**config.mk**
```make
export PLATFORM = sky130hd
export DESIGN_NAME = gcd_operand_sequencer
export DESIGN_NICKNAME = d
export VERILOG_FILES = /design/src/rtl/gcd_pkg.sv /design/src/rtl/button_debounce.sv /design/src/rtl/gcd_operand_sequencer.sv
export SDC_FILE = /design/constraint.sdc
export NUM_CORES = 1
export LEC_CHECK = 0
export ABC_AREA = 1
export BUFFER_PORTS_ARGS = -buffer_cell sky130_fd_sc_hd__buf_2
export CAP_MARGIN = 10
export CORE_MARGIN = 2
export CORE_UTILIZATION = 52
export DETAILED_ROUTE_END_ITERATION = 7
export PLACE_DENSITY = 0.87
export RECOVER_POWER = 50
export SETUP_SLACK_MARGIN = 0.2
export SLEW_MARGIN = 20
export SYNTH_ARGS = -nofsm -noshare
export SYNTH_HDL_FRONTEND = slang
export SYNTH_SLANG_ARGS = --single-unit
```
**constraint.sdc**
```tcl
create_clock -name CLOCK_125_p -period 1.7 [get_ports CLOCK_125_p]
set_input_delay 0.34 -clock CLOCK_125_p [delete_from_list [all_inputs] [get_ports CLOCK_125_p]]
set_output_delay 0.34 -clock CLOCK_125_p [all_outputs]
set_load 0.05 [all_outputs]
```
**src/rtl/gcd_pkg.sv**
```systemverilog
// Shared types and constants for the GCD operand sequencer.
// Holds the sequencer state encoding and default datapath width.
package gcd_pkg;

  localparam int GCD_WIDTH = 8;

  typedef enum logic [2:0] {
    IDLE,
    GOT_A,
    START,
    WAIT_DONE,
    SHOW
  } gcd_state_e;

endpackage

```
**src/rtl/button_debounce.sv**
```systemverilog
// Pushbutton conditioning: 2-FF synchronizer, stability counter,
// and a one-cycle pulse on each accepted high-to-low transition.
module button_debounce #(
  parameter int CYCLES = 1250000
) (
  input  logic clk,
  input  logic rst_n,
  input  logic btn,
  output logic press
);

  localparam int CW = $clog2(CYCLES + 1);

  logic          s1;
  logic          s2;
  logic          level;
  logic [CW-1:0] cnt;

  always_ff @(posedge clk) begin
    if (!rst_n) begin
      s1    <= 1'b1;
      s2    <= 1'b1;
      level <= 1'b1;
      cnt   <= '0;
      press <= 1'b0;
    end else begin
      s1    <= btn;
      s2    <= s1;
      press <= 1'b0;
      if (s2 == level) begin
        cnt <= '0;
      end else if (cnt == CW'(CYCLES - 1)) begin
        level <= s2;
        cnt   <= '0;
        // level was high, so the accepted level is low
        press <= level;
      end else begin
        cnt <= cnt + 1'b1;
      end
    end
  end

endmodule

```
**src/rtl/gcd_operand_sequencer.sv**
```systemverilog
// Collects two signed switch operands, hands magnitudes to a GCD
// core, and shows the result (with zero bypass and timeout).
module gcd_operand_sequencer
  import gcd_pkg::*;
#(
  parameter int WIDTH           = GCD_WIDTH,
  parameter int DEBOUNCE_CYCLES = 1250000,
  parameter int TIMEOUT_CYCLES  = 4096
) (
  input  logic             CLOCK_125_p,
  input  logic             rst_n,
  input  logic [WIDTH-1:0] SW,
  input  logic             load_btn,
  output logic             core_start,
  output logic [WIDTH-1:0] core_a,
  output logic [WIDTH-1:0] core_b,
  input  logic             core_done,
  input  logic [WIDTH-1:0] core_result,
  output logic [WIDTH-1:0] LEDR,
  output logic             busy,
  output logic             error
);

  localparam int TW = $clog2(TIMEOUT_CYCLES + 1);

  gcd_state_e       state, state_n;
  logic [WIDTH-1:0] a_q, a_n;
  logic [WIDTH-1:0] b_q, b_n;
  logic [WIDTH-1:0] res_q, res_n;
  logic             err_q, err_n;
  logic [TW-1:0]    tcnt_q, tcnt_n;
  logic             press;
  logic [WIDTH-1:0] sw_mag;

  button_debounce #(
    .CYCLES(DEBOUNCE_CYCLES)
  ) u_db (
    .clk  (CLOCK_125_p),
    .rst_n(rst_n),
    .btn  (load_btn),
    .press(press)
  );

  assign sw_mag = SW[WIDTH-1] ? (~SW + 1'b1) : SW;

  always_ff @(posedge CLOCK_125_p) begin
    if (!rst_n) begin
      state  <= IDLE;
      a_q    <= '0;
      b_q    <= '0;
      res_q  <= '0;
      err_q  <= 1'b0;
      tcnt_q <= '0;
    end else begin
      state  <= state_n;
      a_q    <= a_n;
      b_q    <= b_n;
      res_q  <= res_n;
      err_q  <= err_n;
      tcnt_q <= tcnt_n;
    end
  end

  always_comb begin
    state_n = state;
    a_n     = a_q;
    b_n     = b_q;
    res_n   = res_q;
    err_n   = err_q;
    tcnt_n  = tcnt_q;
    unique case (state)
      IDLE: begin
        if (press) begin
          a_n     = sw_mag;
          state_n = GOT_A;
        end
      end
      GOT_A: begin
        if (press) begin
          b_n = sw_mag;
          if (a_q == '0 || sw_mag == '0) begin
            // one side is zero, so OR yields the other
            res_n   = a_q | sw_mag;
            err_n   = (a_q == '0) && (sw_mag == '0);
            state_n = SHOW;
          end else begin
            state_n = START;
          end
        end
      end
      START: begin
        tcnt_n  = '0;
        state_n = WAIT_DONE;
      end
      WAIT_DONE: begin
        if (core_done) begin
          res_n   = core_result;
          err_n   = 1'b0;
          state_n = SHOW;
        end else if (tcnt_q == TW'(TIMEOUT_CYCLES - 1)) begin
          res_n   = '1;
          err_n   = 1'b1;
          state_n = SHOW;
        end else begin
          tcnt_n = tcnt_q + 1'b1;
        end
      end
      SHOW: begin
        if (press) begin
          a_n     = sw_mag;
          err_n   = 1'b0;
          state_n = GOT_A;
        end
      end
      default: state_n = IDLE;
    endcase
  end

  always_comb begin
    LEDR = '0;
    unique case (state)
      GOT_A:   LEDR = a_q;
      SHOW:    LEDR = res_q;
      default: LEDR = '0;
    endcase
  end

  assign core_start = (state == START);
  assign busy       = (state == START) || (state == WAIT_DONE);
  assign core_a     = a_q;
  assign core_b     = b_q;
  assign error      = err_q;

endmodule
```
==> flow_summary.json <==
{
  "outcome": "finished with violations",
  "violations": "setup timing",
  "initial_core_util": 0.543,
  "die_h_um": 85.7,
  "whs_ps": 169,
  "num-fill-cells": 339,
  "drv_slew": 0,
  "clock-sinks": 66,
  "cp_slowest_cell": "dfxtp_4",
  "synth_cell_types": 43,
  "multi_input_area_mm2": 0.00243,
  "cp_common_cell": "nor2_4",
  "ys.warnings.count": 0,
  "ctsLongestPathBuffers": 2,
  "clkTransAtPathRegs_ps": 70,
  "max_stage_delay_ps": 380,
  "peakVddDrop_mv": 0.613,
  "relSlewSlack": 0.531,
  "whs_path_depth": 2,
  "area_growth_pct": 51.8,
  "core-area_mm2": 0.00639,
  "num_vias": 4267,
  "numCtsBuffers": 9,
  "min-delay-start": "load_btn",
  "p_sw_uw": 918,
  "clkLatencyLatePin_ps": 360,
  "critPathBufInv": 5,
  "cts_tree": "yes",
  "dr.pass1.iters": 5,
  "rsz0062_at_grt": "yes",
  "grt_pass1_vias": 3663,
  "reg2reg_depth": 13,
  "htreeDepth": 3,
  "drive_above_1_share": 0.457,
  "finalWorstPathRequiredPeriod_ps": 1880,
  "grt_first_pass_wirelength_um": 16800,
  "post-route-drc-count": 0,
  "first_iter_violations": 374,
  "clock_power_share": 0.391,
  "hpwl_um": 6520,
  "finalSetupViolCount": 34,
  "max_cap_violations": 0,
  "io_buffers": 46,
  "power.density_mw_per_mm2": 632,
  "grtUsageMet3": 0.0828,
  "antenna_cells": 0,
  "worst_slack_ps": -182,
  "cp-end-kind": "flip-flop",
  "crit_chain": "inv_4 -> nor2_4 -> inv_2 -> nor2_4 -> inv_4 -> buf_6 -> buf_6 -> o21ai_4 -> nor2_4 -> nand2_4 -> nand2_1 -> nand2_1 -> nor2_1",
  "wire_per_inst_um": 18.2,
  "hold_violations": 0,
  "worst_pin_slew_ps": 702,
  "synth.avg_cell_area_um2": 6.92,
  "antenna_found_initial": 0,
  "worst-path-stages": 13,
  "path_max_fanout": 8,
  "io_pins": 47,
  "via_per_inst": 6.07,
  "grt_most_used_layer": "met2",
  "cp.required_ps": 1950,
  "wirelength_um": 12800,
  "switching_share": 0.276,
  "p_comb_frac": 0.131,
  "die-area_mm2": 0.00734,
  "power.internal_uw": 2410,
  "max_freq_mhz": 531,
  "p_leak_uw": 0.00225,
  "yosys_register_bits": 66,
  "regArea_mm2": 0.00136,
  "finalNonFillerCells": 703,
  "cp-start-kind": "flip-flop",
  "grt.total_usage": 0.286,
  "gp_congestion": 0.952,
  "r2r_start": "state[0]",
  "cp_top_family": "simple AND/OR/NAND/NOR gates",
  "met1_usage": 0.347,
  "crit_type": "flip-flop to flip-flop",
  "r2r_slack_ps": -180,
  "min_path_type": "input pin to flip-flop",
  "rows": 29,
  "drtAntennaViolNets": 0,
  "layout.nets": 644,
  "synth_nets": 524,
  "grt-ovfl-total": 0,
  "cts_root_buf": "clkbuf_8",
  "dieWidth_um": 85.7,
  "syn_inst": 501,
  "fin_skew_ps": 9.53,
  "worstPathArrival_ps": 2140,
  "use_met2": 0.478,
  "critPathLaunch": "state[0]",
  "grt_max_degree": 20,
  "ys_seq_area_frac": 0.381,
  "p_seq_frac": 0.478,
  "min_period_over_period": 1.11,
  "whs_endpoint": "u_db.s1",
  "timing.rr.end": "res_q[2]",
  "dp.cells": 645,
  "syn-cell-area_mm2": 0.00347
}
## layout make-up
class                   instances  area share
clock buffers                  13      0.0264
multi-input cells             352       0.462
repair buffers                116       0.164
flip-flops and latches         66       0.259
repair inverters                2     0.00333
inverters                      74      0.0599
clock inverters                 3     0.00761
well taps                      77      0.0183
## power groups by stage
stage          Clock, uW  Combinational [uW]  Sequential [uW]
6_report            1300                 436             1590
5_1_grt             1340                 459             1590
4_1_cts             1280                 382             1590
3_5_place_dp           0                 337             1620
3_3_place_gp           0                 326             1620
2_1_floorplan          0                 214             1630
## synthesized netlist by cell type, drive strengths merged
cell type  instances  area [um2]
a21oi             34         181
nor3              22         130
nand3b             2        15.0
nand2             98         388
o211ai             6        45.0
nand3             35         205
a21o               1        7.51
a211oi             1        12.5
nor3b              6        45.0
xor2               4        35.0
or2                4        25.0
o21a               1        7.51
nand4              7        43.8
o21bai             1        7.51
a31o               1        8.76
a22oi              1        7.51
dfxtp             66        1320
a31oi              2        12.5
xnor2              2        17.5
buf                5        28.8
ha                 3        37.5
nor4               4        25.0
clkbuf             4        15.0
o32ai              1        8.76
inv               74         283
o22ai              5        31.3
o21ai             30         161
a32o               1        10.0
nor2              80         350
## kinds of logic after synthesis
kind of cell	after synthesis	synth area share
compound gates	85	0.145
xor+xnor	6	0.0152
fa+ha+maj	3	0.0108
buf+inv	83	0.0942
flops	66	0.381
simple gates	258	0.354
## per-stage QoR
step | utilization | area (um2) | setup WS [ps] | TNS, ps | power, uW
2_1_floorplan | - | 3640 | 77.7 | 0 | 1850
3_3_place_gp | 0.649 | 4140 | -149 | -1390 | 1950
3_5_place_dp | 0.649 | 4140 | -194 | -1770 | 1960
4_1_cts | 0.752 | 4800 | -141 | -1380 | 3250
5_1_grt | 0.824 | 5260 | -282 | -5650 | 3390
6_report | 0.824 | 5260 | -182 | -3420 | 3330
## worst register-to-register path: stages (launching register included)
cell and delay, ps:
dfxtp_4 380, inv_4 40, nor2_4 90, inv_2 60
nor2_4 210, inv_4 100, buf_6 130, buf_6 110
o21ai_4 210, nor2_4 90, nand2_4 140, nand2_1 100
nand2_1 90, nor2_1 50
## repair_timing
item                       4_1_cts  5_1_grt
gates cloned                     1        1
pin swaps                       34       33
setup endpoints to repair       54       63
hold buffers                     0        0
setup buffers                   24       16
gates resized for setup         92      102
## worst max-delay path by stage
stage                     to
floorplan           res_q[1]
global placement    res_q[1]
detailed placement  res_q[2]
CTS                  LEDR[6]
global route           error
finish              res_q[2]
## per-layer routing
metal	routed length [um]	vias to the layer above
met4	581	0
met2	6360	280
met5	0	-
met1	4800	2032
met3	1070	75
li1	-	1880
## cells in the final DEF, fill, tap and decap left out, drive strengths merged
| cell type | n |
|---|---|
| a211oi | 1 |
| a21o | 1 |
| a21oi | 34 |
| a22oi | 1 |
| a31o | 1 |
| a31oi | 2 |
| a32o | 1 |
| buf | 104 |
| bufinv | 1 |
| clkbuf | 25 |
| clkinv | 3 |
| clkinvlp | 2 |
| dfxtp | 66 |
| ha | 3 |
| inv | 73 |
| nand2 | 98 |
| nand3 | 35 |
| nand3b | 2 |
| nand4 | 7 |
| nor2 | 80 |
| nor3 | 22 |
| nor3b | 6 |
| nor4 | 4 |
| o211ai | 6 |
| o21a | 1 |
| o21ai | 30 |
| o21bai | 1 |
| o22ai | 5 |
| o32ai | 1 |
| or2 | 4 |
| xnor2 | 2 |
| xor2 | 4 |
## flip-flops by register name, summed over array words and instances, names as in the netlist
signal	flops
res_q	8
u_db.level	1
u_db.press	1
u_db.s1	1
u_db.cnt	21
error	1
tcnt_q	13
core_a	8
core_b	8
state	3
u_db.s2	1
Note: power is estimated with default switching activity, not from simulation.
